[src/rtl/instruction_fetch_unit_pkg.sv]
// Shared constants and helpers for the instruction fetch unit.
//  - pc_step:    PC increment per captured word (one word = byte_w bytes)
//  - instr_w:    instruction word width in bits
//  - entry_w:    width of one prefetch entry {instruction, pc}
//  - align_low:  low-address bits cleared on a redirect (byte_w is a power of two)
package instruction_fetch_unit_pkg;

    localparam int unsigned BYTE_W_DEFAULT = 4;
    localparam int unsigned ADDR_W_DEFAULT = 8;
    localparam int unsigned DEPTH_DEFAULT  = 2;

    function automatic int unsigned pc_step(input int unsigned byte_w);
        return byte_w;
    endfunction

    function automatic int unsigned instr_w(input int unsigned byte_w);
        return 8 * byte_w;
    endfunction

    function automatic int unsigned entry_w(input int unsigned byte_w, input int unsigned addr_w);
        return 8 * byte_w + addr_w;
    endfunction

    function automatic int unsigned align_low(input int unsigned byte_w);
        return byte_w - 1;
    endfunction

endpackage

[src/rtl/instruction_fetch_unit_fetch_fifo.sv]
// Prefetch FIFO for fetched words: stores {instruction, pc} entries.
// Ports:
//  clk, reset      clock, synchronous active-high reset
//  push, push_*    enqueue one entry (accepted when not full, or when popping)
//  pop             dequeue head (ignored when empty)
//  flush           discard all entries; overrides push/pop
//  valid, head_*   head entry; head data zeroed when empty
//  level, full     registered occupancy and its full decode
module instruction_fetch_unit_fetch_fifo
    import instruction_fetch_unit_pkg::*;
#(
    parameter int unsigned BYTE_W = BYTE_W_DEFAULT,
    parameter int unsigned ADDR_W = ADDR_W_DEFAULT,
    parameter int unsigned DEPTH  = DEPTH_DEFAULT,
    localparam int unsigned DATA_W = instr_w(BYTE_W),
    localparam int unsigned LVL_W  = $clog2(DEPTH + 1)
) (
    input  logic              clk,
    input  logic              reset,
    input  logic              push,
    input  logic [DATA_W-1:0] push_data,
    input  logic [ADDR_W-1:0] push_pc,
    input  logic              pop,
    input  logic              flush,
    output logic              valid,
    output logic [DATA_W-1:0] head_data,
    output logic [ADDR_W-1:0] head_pc,
    output logic [LVL_W-1:0]  level,
    output logic              full
);

    localparam int unsigned ENTRY_W = entry_w(BYTE_W, ADDR_W);
    localparam int unsigned PTR_W   = (DEPTH > 1) ? $clog2(DEPTH) : 1;

    logic [ENTRY_W-1:0] mem_q [DEPTH];
    logic [ENTRY_W-1:0] mem_d [DEPTH];
    logic [PTR_W-1:0]   rd_ptr_q, rd_ptr_d;
    logic [PTR_W-1:0]   wr_ptr_q, wr_ptr_d;
    logic [LVL_W-1:0]   count_q, count_d;
    logic               do_push, do_pop;
    logic [ENTRY_W-1:0] head_entry;

    // Circular pointer advance; wraps at DEPTH, which need not be a power of two.
    function automatic logic [PTR_W-1:0] ptr_next(input logic [PTR_W-1:0] p);
        return (p == PTR_W'(DEPTH - 1)) ? '0 : p + PTR_W'(1);
    endfunction

    assign valid      = (count_q != '0);
    assign full       = (count_q == LVL_W'(DEPTH));
    assign level      = count_q;
    assign head_entry = mem_q[rd_ptr_q];
    assign head_data  = valid ? head_entry[ENTRY_W-1:ADDR_W] : '0;
    assign head_pc    = valid ? head_entry[ADDR_W-1:0] : '0;

    // Next-state: flush wins; a push into a full FIFO only lands if the head leaves this edge.
    always_comb begin
        mem_d    = mem_q;
        rd_ptr_d = rd_ptr_q;
        wr_ptr_d = wr_ptr_q;
        count_d  = count_q;
        do_pop   = pop & valid;
        do_push  = push & (~full | do_pop);
        if (flush) begin
            rd_ptr_d = '0;
            wr_ptr_d = '0;
            count_d  = '0;
        end else begin
            if (do_push) begin
                mem_d[wr_ptr_q] = {push_data, push_pc};
                wr_ptr_d        = ptr_next(wr_ptr_q);
            end
            if (do_pop) begin
                rd_ptr_d = ptr_next(rd_ptr_q);
            end
            if (do_push && !do_pop) begin
                count_d = count_q + LVL_W'(1);
            end else if (do_pop && !do_push) begin
                count_d = count_q - LVL_W'(1);
            end
        end
    end

    always_ff @(posedge clk) begin
        if (reset) begin
            rd_ptr_q <= '0;
            wr_ptr_q <= '0;
            count_q  <= '0;
        end else begin
            rd_ptr_q <= rd_ptr_d;
            wr_ptr_q <= wr_ptr_d;
            count_q  <= count_d;
        end
    end

    // Storage needs no reset: entries are only observed while counted as valid.
    always_ff @(posedge clk) begin
        mem_q <= mem_d;
    end

endmodule

[src/rtl/instruction_fetch_unit.sv]
// Instruction fetch unit: owns the PC, addresses instruction memory, captures
// each returned word with its PC into a prefetch FIFO and presents the head to
// decode over valid/ready. A taken branch flushes the FIFO and reloads the PC.
// Ports:
//  clk, reset            clock, synchronous active-high reset
//  inp_fetch_enable      allow captures / PC advance
//  out_imem_address      byte address to instruction memory (= PC register)
//  inp_imem_data         word returned for out_imem_address, same cycle
//  inp_branch_taken      redirect request; inp_branch_target is its byte address
//  out_valid, inp_ready  decode handshake on the FIFO head
//  out_instruction       head word (0 when empty)
//  out_pc                head byte address (0 when empty)
//  out_level             FIFO occupancy
module instruction_fetch_unit
    import instruction_fetch_unit_pkg::*;
#(
    parameter int unsigned byte_W   = BYTE_W_DEFAULT,
    parameter int unsigned Addr_W   = ADDR_W_DEFAULT,
    parameter int unsigned DEPTH    = DEPTH_DEFAULT,
    parameter logic [Addr_W-1:0] RESET_PC = '0,
    localparam int unsigned INSTR_W = instr_w(byte_W),
    localparam int unsigned LVL_W   = $clog2(DEPTH + 1)
) (
    input  logic               clk,
    input  logic               reset,
    input  logic               inp_fetch_enable,
    output logic [Addr_W-1:0]  out_imem_address,
    input  logic [INSTR_W-1:0] inp_imem_data,
    input  logic               inp_branch_taken,
    input  logic [Addr_W-1:0]  inp_branch_target,
    output logic               out_valid,
    input  logic               inp_ready,
    output logic [INSTR_W-1:0] out_instruction,
    output logic [Addr_W-1:0]  out_pc,
    output logic [LVL_W-1:0]   out_level
);

    localparam logic [Addr_W-1:0] PC_STEP    = Addr_W'(pc_step(byte_W));
    localparam logic [Addr_W-1:0] ALIGN_MASK = ~Addr_W'(align_low(byte_W));

    logic [Addr_W-1:0] pc_q, pc_d;
    logic              capture;
    logic              pop;
    logic              fifo_valid;
    logic              fifo_full;

    assign out_imem_address = pc_q;
    assign out_valid        = fifo_valid;

    // Redirect takes precedence over fetch and drain; otherwise capture whenever a slot is free
    // now or is being freed by this edge's pop.
    always_comb begin
        pop     = fifo_valid & inp_ready & ~inp_branch_taken;
        capture = inp_fetch_enable & ~inp_branch_taken & (~fifo_full | pop);
        pc_d    = pc_q;
        if (inp_branch_taken) begin
            pc_d = inp_branch_target & ALIGN_MASK;
        end else if (capture) begin
            pc_d = pc_q + PC_STEP;
        end
    end

    always_ff @(posedge clk) begin
        if (reset) begin
            pc_q <= RESET_PC;
        end else begin
            pc_q <= pc_d;
        end
    end

    instruction_fetch_unit_fetch_fifo #(
        .BYTE_W (byte_W),
        .ADDR_W (Addr_W),
        .DEPTH  (DEPTH)
    ) u_fetch_fifo (
        .clk       (clk),
        .reset     (reset),
        .push      (capture),
        .push_data (inp_imem_data),
        .push_pc   (pc_q),
        .pop       (pop),
        .flush     (inp_branch_taken),
        .valid     (fifo_valid),
        .head_data (out_instruction),
        .head_pc   (out_pc),
        .level     (out_level),
        .full      (fifo_full)
    );

endmodule

[config.mk]
export PLATFORM = sky130hd
export DESIGN_NAME = instruction_fetch_unit
export DESIGN_NICKNAME = d
export VERILOG_FILES = /design/src/rtl/instruction_fetch_unit_pkg.sv /design/src/rtl/instruction_fetch_unit_fetch_fifo.sv /design/src/rtl/instruction_fetch_unit.sv
export SDC_FILE = /design/constraint.sdc
export NUM_CORES = 1
export LEC_CHECK = 0
export CAP_MARGIN = 20
export CORE_MARGIN = 2
export CORE_UTILIZATION = 35
export DETAILED_ROUTE_END_ITERATION = 8
export PLACE_DENSITY = 0.65
export SYNTH_ARGS = -nofsm -noshare
export SYNTH_HDL_FRONTEND = slang
export SYNTH_SLANG_ARGS = --single-unit
[constraint.sdc]
create_clock -name clk -period 4.9 [get_ports clk]
set_input_delay 0.98 -clock clk [delete_from_list [all_inputs] [get_ports clk]]
set_output_delay 0.98 -clock clk [all_outputs]
set_load 0.01 [all_outputs]
# ---- Yosys cells after proc, flatten, opt, wreduce, memory -nomap -nowiden
# Cells that the tools add are included.
dict set report op_classes {
  n_addsub 5
  n_lt_le_gt_ge 3
  eq_ne 1
  mux 14
  bitwise 12
  n_reduce_logical 10
}
# cell count
set op_table {}
lappend op_table {{2-to-1 mux 40 bit} 4}
lappend op_table {{bitwise mux 80 bit} 1}
lappend op_table {{demux 40 bit (select 1 bit)} 1}
lappend op_table {{2-to-1 mux 32 bit} 1}
lappend op_table {{2-to-1 mux 8 bit} 3}
lappend op_table {{adder 8 x 3 -> 8 bit, second input constant} 1}
lappend op_table {{bitwise AND 1 bit} 6}
lappend op_table {{nonzero test 2 bit} 3}
lappend op_table {{greater-or-equal comparator 2 bit, second input constant} 2}
lappend op_table {{2-to-1 mux 2 bit} 2}
lappend op_table {{NOT 1 -> 2 bit} 2}
lappend op_table {{logical AND 1 bit} 3}
lappend op_table {{adder 1 bit, second input constant} 2}
lappend op_table {{adder 2 x 1 -> 2 bit, second input constant} 1}
lappend op_table {{== test 2 bit, second input constant} 1}
lappend op_table {{zero test 1 bit} 2}
lappend op_table {{less-than comparator 2 x 1 -> 1 bit, second input constant} 1}
lappend op_table {{2-to-1 mux 1 bit} 2}
lappend op_table {{NOT 1 bit} 2}
lappend op_table {{bitwise OR 1 bit} 2}
lappend op_table {{AND reduction 2 bit} 1}
lappend op_table {{OR reduction 2 bit} 1}
lappend op_table {{subtractor 2 x 1 -> 2 bit, second input constant} 1}
dict set report totals {
  regBits 92
  out_inout_bits 51
}

# ---- Depth between registers and ports, before layout
# Gate-level depths: netlist of run 1.
dict set report logic_depth {
  word_depth 10
  depth_mapped 8
  depth_no_buf 7
}

# ---- By module
# A second synthesis of run 1 with hierarchy kept.
dict set report unflattened {
  cells_unflattened 246
  area_unflattened_um2 3633.5
}
# mod n_inst cells_per_inst area_each_um2 seq_area_each_um2
set modules_own_cells {}
lappend modules_own_cells {instruction_fetch_unit_fetch_fifo 1 195 3226.8 2482.4}
lappend modules_own_cells {instruction_fetch_unit 1 51 406.6 120.1}

# ---- Least setup slack after synthesis of run 1
# Ideal clock, no wire load.
dict set report synth_timing {
  path_type {input-to-reg}
  start {input inp_ready}
  end {register u_fetch_fifo.mem_q[10] (netlist bit), enable pin}
  arrival_ns 3.975
  setup_slack_ns 0.436
  stages 3
  n_path_buf 0
  cell_sequence {or3b_2 > nand2_1 > nor3b_1}
}
dict set report synth_via {
  elab_chain_cells 6
}
# item line
set synth_rtl {}
lappend synth_rtl {{start, declared} instruction_fetch_unit.sv:32} ;# input logic inp_ready,
lappend synth_rtl {{bitwise AND 1 bit * (2 in series)} instruction_fetch_unit.sv:53} ;# pop = fifo_valid & inp_ready & ~inp_branch_taken;
lappend synth_rtl {{bitwise OR 1 bit or bitwise AND 1 bit (tied branches)} {instruction_fetch_unit.sv:54, instruction_fetch_unit_fetch_fifo.sv:61}}
lappend synth_rtl {{bitwise AND 1 bit or bitwise OR 1 bit (tied branches)} {instruction_fetch_unit.sv:54, instruction_fetch_unit_fetch_fifo.sv:62}}
lappend synth_rtl {{bitwise AND 1 bit *} instruction_fetch_unit_fetch_fifo.sv:62} ;# do_push = push & (~full | do_pop);
lappend synth_rtl {{AND reduction 2 bit (no line) *} -}
lappend synth_rtl {{end signal, assigned} instruction_fetch_unit_fetch_fifo.sv:97} ;# mem_q <= mem_d;
lappend synth_rtl {{end, declared} instruction_fetch_unit_fetch_fifo.sv:35} ;# logic [ENTRY_W-1:0] mem_q [DEPTH];
# Mark *: on every way between the ends. The rest lies on a longest branch, timed or not.
# A chain may end at the register's enable or synchronous reset.

# ---- Worst setup path in the final report of run 1
dict set report layout_timing {
  start {register u_fetch_fifo.rd_ptr_q}
  end {output out_instruction[13]}
}
dict set report layout_via {
  elab_chain_cells 5
}
# item line
set layout_rtl {}
lappend layout_rtl {{start, declared} instruction_fetch_unit_fetch_fifo.sv:37} ;# logic [PTR_W-1:0] rd_ptr_q, rd_ptr_d;
lappend layout_rtl {{start signal, assigned} instruction_fetch_unit_fetch_fifo.sv:89} ;# rd_ptr_q <= rd_ptr_d;
lappend layout_rtl {{NOT 1 -> 2 bit (implied by the code)} instruction_fetch_unit_fetch_fifo.sv:51} ;# assign head_entry = mem_q[rd_ptr_q];
lappend layout_rtl {{2-to-1 mux 40 bit (implied by the code) (3 in series)} instruction_fetch_unit_fetch_fifo.sv:51}
lappend layout_rtl {{2-to-1 mux 32 bit} instruction_fetch_unit_fetch_fifo.sv:52} ;# assign head_data = valid ? head_entry[ENTRY_W-1:ADDR_W] : '0;
lappend layout_rtl {{end, declared} instruction_fetch_unit.sv:33} ;# output logic [INSTR_W-1:0] out_instruction,
# No other way between the ends. The select of a mux whose other input is x is not followed.

==> impl_metrics.yaml, run 1 <==
timing:
  slew-limit-headroom_pct: 37.3
  whs_ps: 525
  worst_slew_pin_slew_ps: 938
  period_needed_ps: 3400
  grt_setup_unrepaired: "false"
  slew_viol_final: 0
  clock_skew_ps: 7.95
  setup_viol: 0
  hold_viol_final: 0
  tns_ps: 0
  setup_ws_ps: 1500
  fin_crit_sh_pct: 69.3
  fmax_mhz: 294
setup_path:
  worstPathMaxFanout: 25
  timing.rr.start: "u_fetch_fifo.level[0]"
  cp.required_ps: 3920
  crit_type: "reg -> out"
  cp_cell_sequence: "buf_4 -> mux2i_1 -> nor2_1 -> clkdlybuf4s50_1"
  arrival_ps: 2420
  critical_path.max_stage_delay_ps: 850
  crit_path_end_kind: "primary output"
  cpMaxStageDelayCell: "dfxtp_2"
  crit_path_start_kind: "flip-flop"
  crit_start: "u_fetch_fifo.rd_ptr_q"
  crit_buf_inv: 2
  cp_top_family: "buffers and inverters"
clock_tree:
  insertion_delay_ps: 340
  path_clk_slew_ps: 80
  cts_max_level: 3
  cts_resized: 0
  numCtsBuffers: 9
  cts_sinks: 86
  post_cts_buffers: 0
  cts_root_buf: "clkbuf_8"
  ctsHoldBuffers: 0
  cts_buffer_depth: 2
  cts_tree: "built"
floorplanning:
  io_pins: 96
  core-area_mm2: 0.00964
  die_x_um: 103
  start_util_pct: 35.5
  die_h_um: 103
  die_area_mm2: 0.0106
  rows: 36
drt:
  drc: 0
  drt-vias-per-instance: 4.58
  drt-pass1-iter-count: 4
  postRouteWirelength_um: 6620
  first_iter_violations: 58
  vias: 2117
  wl_per_cell_um: 14.3
  drtAntennaViolNets: 0
placed_design:
  dpl_cell_area_mm2: 0.00445
  port_buffers: 89
  dp_worst_setup_slack_ps: 1810
  hpwlAfterDp_um: 4190
  gp_congestion: 0.705
  dp_cells: 446
grt:
  antenna_found_initial: 0
  grt_max_degree: 40
  grtUsageTotal_pct: 12.5
  grt_pass1_wl_um: 9890
  grt_pass1_vias: 2011
  grt-ovfl-total: 0
min_path:
  hp-start: "u_fetch_fifo.wr_ptr_q"
  hp-class: "reg -> reg"
layout:
  drive_above_1_share_pct: 7.29
  synthToLayoutAreaGrowth_pct: 35.2
  finalNonFillerCells: 462
  num_antenna_cells: 0
  final.fill_count: 879
  fin_area_mm2: 0.00463
  nets: 371
  utilization_pct: 48.0
power_and_ir_drop:
  power.leakage_nw: 1.47
  power_frac_comb_pct: 10.5
  ir_drop_mv: 0.122
  finalPower_mw: 1.42
  pwr-share-clk_pct: 30.4
  p_switching_mw: 0.329
  intPower_mw: 1.09
  p_per_area_mw_per_mm2: 307
  p_seq_share_pct: 59.1
  swShare_pct: 23.2
logic_synthesis:
  seq_area_frac_synth_pct: 72.5
  syn_area_per_cell_um2: 14.7
  yosysWarningCount: 0
  ys_seq_elements: 86
  syn_area_mm2: 0.00342
  synth_cell_types: 26
  synthCells: 233
flow_run:
  maxCapViolations: 0
outcome:
  outcome: "complete, no violations"
-- metal layers --
layer / part of all wire, % / vias to the layer above / global-route usage, %
li1: - / 1036 / -
met1: 42 / 1017 / 15.2
met2: 52 / 55 / 21.8
met3: 4.8 / 9 / 2.64
met4: 1.5 / 0 / 5.16
met5: 0 / - / 0
-- kinds of logic (layout without fill, tap and decap cells) --
family	Yosys count	count (layout)	synth area share (%)
AOI/OAI and AO/OA	17	17	3.22
buffers and inverters	18	111	2.60
muxes	38	38	11.1
other	1	4	0.110
xor gates and xnor gates	3	3	0.768
and+or+nand+nor	68	68	8.92
DFF	86	86	72.5
adders and majority gates	2	2	0.731
-- path summary, 6_finish.rpt --
kind / to / slack [ps] / cells after the start
worst max-delay path: out_instruction[13] / 1500 / 4
worst min-delay path: u_fetch_fifo.wr_ptr_q / 520 / 2
worst max register to register: u_fetch_fifo.level[1] / 2590 / 6
worst min register to register: u_fetch_fifo.wr_ptr_q / 520 / 2
-- registers in the layout (all words and copies together) (netlist names) --
signal	flops
u_fetch_fifo.mem_q	76
u_fetch_fifo.level	2
u_fetch_fifo.rd_ptr_q	1
out_imem_address	6
u_fetch_fifo.wr_ptr_q	1
-- cells in the final DEF, fill, tap and decap left out --
cell,instances
a21oi_1,2
a311oi_1,6
buf_4,3
clkbuf_8,9
clkdlybuf4s50_1,89
clkinv_1,2
clkinv_4,2
clkinvlp_4,2
conb_1,4
dfxtp_1,9
dfxtp_2,1
edfxtp_1,76
ha_1,2
inv_1,3
inv_6,1
mux2i_1,38
nand2_1,3
nand3_1,2
nand4_1,3
nor2_1,47
nor2_4,1
nor3_2,1
nor3b_2,2
o21ai_0,8
o31ai_1,1
or2_2,1
or3_1,6
or3b_2,1
or4_1,1
xor2_1,3
-- power by group through the flow --
stage	Clock [mW]	Combinational, mW	Sequential (mW)
2_1_floorplan	0	0.0619	0.853
3_3_place_gp	0	0.149	0.855
3_5_place_dp	0	0.151	0.856
4_1_cts	0.451	0.152	0.839
5_1_grt	0.480	0.162	0.842
6_report	0.432	0.149	0.839
-- cells in the mapped netlist --
cell	count	share of area, %
edfxtp_1	76	67
nor2_1	48	5.3
mux2i_1	38	11
dfxtp_1	10	5.9
o21ai_0	8	1.2
a311oi_1	6	1.5
or3_1	6	1.1
buf_2	5	0.73
clkbuf_1	5	0.55
buf_4	4	0.88
inv_1	3	0.33
nand2_1	3	0.33
nand4_1	3	0.55
xor2_1	3	0.77
a21oi_1	2	0.29
ha_1	2	0.73
nand3_1	2	0.29
buf_1	1	0.11
conb_1	1	0.11
nor3_1	1	0.15
nor3b_1	1	0.22
nor3b_2	1	0.37
o31ai_1	1	0.22
or2_2	1	0.18
or3b_2	1	0.26
or4_1	1	0.22
-- cell type report --
class                      count  area [um^2]  area share (%)
tap                          133          166            3.60
multi-input combinational    132          880            19.0
inverter                       3         11.3           0.243
timing repair buffer          92          913            19.7
clock buffer                   9          124            2.68
clock inverter                 7         48.8            1.05
sequential                    86         2480            53.7
-- worst register-to-register path: stages, from the launching register on --
cell	delay, ps
dfxtp_1	410
nor2_4	750
inv_1	170
nand3_1	140
ha_1	260
or3_1	350
a21oi_1	160
(Power assumes the default switching activity.)
==> inputs of run 2 (changes only) <==
Settings changed: PLACE_DENSITY 0.65 to 0.67.
Clock period 4.9 ns to 2.94 ns, I/O delays scaled along.
==> run 2 against run 1 <==
Cell area up 2.4%. Clock skew down 0.85 ps. Clock-buffer cell count up 1. Largest cell class unchanged. Wire length up 6.1%. Sequential cell count unchanged. Worst setup slack worse by 1300 ps. Global-route usage up 0.72 points. Hold slack better by 21 ps. Via count up 1.2%. Cell count up 1.1%. Sequential power up 67%.
==> impl_metrics.yaml, run 2 (same netlist as run 1, synthesis figures left out) <==
power_and_ir_drop:
  pwr-share-clk_pct: 35.4
  p_seq_share_pct: 54.5
  power_frac_comb_pct: 10.1
  p_switching_mw: 0.565
  p_per_area_mw_per_mm2: 542
  intPower_mw: 2.00
  power.leakage_nw: 1.52
  ir_drop_mv: 0.265
  swShare_pct: 22.0
floorplanning:
  core-area_mm2: 0.00964
  die_x_um: 103
  rows: 36
  start_util_pct: 35.5
  die_h_um: 103
  io_pins: 96
  die_area_mm2: 0.0106
placed_design:
  gp_congestion: 0.722
  port_buffers: 89
  hpwlAfterDp_um: 4490
  dpl_cell_area_mm2: 0.00451
clock_tree:
  post_cts_buffers: 0
  cts_resized: 0
  cts_buffer_depth: 2
  cts_sinks: 86
  path_clk_slew_ps: 90
  cts_max_level: 3
  cts_tree: "built"
  numCtsBuffers: 9
  cts_root_buf: "clkbuf_8"
  insertion_delay_ps: 340
  ctsHoldBuffers: 0
grt:
  grt-ovfl-total: 0
  grt_max_degree: 40
  grtUsageTotal_pct: 13.3
  grt_pass1_vias: 2185
  grt_pass1_wl_um: 10500
  antenna_found_initial: 0
layout:
  drive_above_1_share_pct: 8.98
  nets: 376
  synthToLayoutAreaGrowth_pct: 38.5
  top_register: "u_fetch_fifo.mem_q"
  final_common_cell: "clkdlybuf4s50_1"
  final_cell_mix: "clkdlybuf4s50_1, edfxtp_1, nor2_1"
  largest_register_ff_count: 76
  fin_area_mm2: 0.00474
  num_antenna_cells: 0
drt:
  postRouteWirelength_um: 7030
  wl_per_cell_um: 15.0
  vias: 2143
  drt-pass1-iter-count: 4
  drt-vias-per-instance: 4.59
  drc: 0
  drtAntennaViolNets: 0
  first_iter_violations: 77
setup_path:
  cp.required_ps: 2350
  arrival_ps: 2160
  reg2reg_slack_ps: 530
  crit_type: "reg -> out"
  timing.rr.start: "u_fetch_fifo.level[0]"
  crit_path_start_kind: "flip-flop"
  reg2reg_depth: 4
  worstPathMaxFanout: 19
  crit_path_end_kind: "primary output"
  r2r-end: "u_fetch_fifo.mem_q[77]"
timing:
  slew_viol_final: 0
  slew-limit-headroom_pct: 40.4
  period_needed_ps: 2750
  clock_skew_ps: 7.10
  worst_slew_pin_slew_ps: 891
  hold_viol_final: 0
  fmax_mhz: 364
  tns_ps: 0
  setup_viol: 0
  grt_setup_unrepaired: "false"
  fin_crit_sh_pct: 93.5
min_path:
  hold_path_depth: 0
  min_to: "u_fetch_fifo.mem_q[46]"
  hp-class: "reg -> reg"
  hp-start: "out_imem_address[6]"
outcome:
  outcome: "complete, no violations"
flow_run:
  maxCapViolations: 0
[run 2: changes by cell type in the layout (fill, tap and decap cells not counted), sizes merged]
cell and change:
clkinv -3, buf +4, bufinv +2, clkbuf +1, nor2 +1
[run 2: worst max path at each step]
stage	cells past startpoint	start	end
after floorplan	3	inp_ready	u_fetch_fifo.mem_q[10]
after global placement	5	inp_ready	u_fetch_fifo.mem_q[73]
after detailed placement	5	inp_ready	u_fetch_fifo.mem_q[73]
after CTS	3	u_fetch_fifo.level[0]	out_valid
after global routing	3	u_fetch_fifo.level[0]	out_instruction[20]
final	3	u_fetch_fifo.level[0]	out_instruction[20]
[run 2: worst max-delay path, cell delays in order (launching register included)]
cell and delay [ps]:
dfxtp_1 460, nor2_2 720, nor2_1 110, clkdlybuf4s50_1 520
[run 2: layout make-up]
type | instances | area, um^2
sequential | 86 | 2480
fill | 874 | 4900
timing repair buffer | 96 | 956
clock inverter | 6 | 95.1
multi-input combinational | 133 | 898
inverter | 3 | 11.3
tap | 133 | 166
clock buffer | 10 | 128
[run 2: through the flow]
step	total power, mW	setup WS [ps]	utilization (%)	hold WS, ps	std cells
floorplan	1.52	190	-	474	236
global placement	1.68	14.6	46.8	520	450
detailed placement	1.69	0.386	46.8	535	450
CTS	2.60	34.1	49.1	544	466
global route	2.67	47.9	49.2	557	467
finish	2.57	192	49.2	546	467
[run 2: power by group through the flow]
stage / logic (mW) / clock network [mW] / registers (mW)
global route: 0.283 / 0.986 / 1.40
floorplan: 0.104 / 0 / 1.42
global placement: 0.257 / 0 / 1.42
CTS: 0.263 / 0.936 / 1.40
finish: 0.260 / 0.908 / 1.40
detailed placement: 0.262 / 0 / 1.42
[run 2: metal layers]
metal	vias up	track usage [%]	share of wire (%)
met5	-	0	0
met4	0	5.47	0.80
met3	4	3.25	4.3
met2	58	23.2	53
met1	1026	15.6	42
li1	1055	-	-
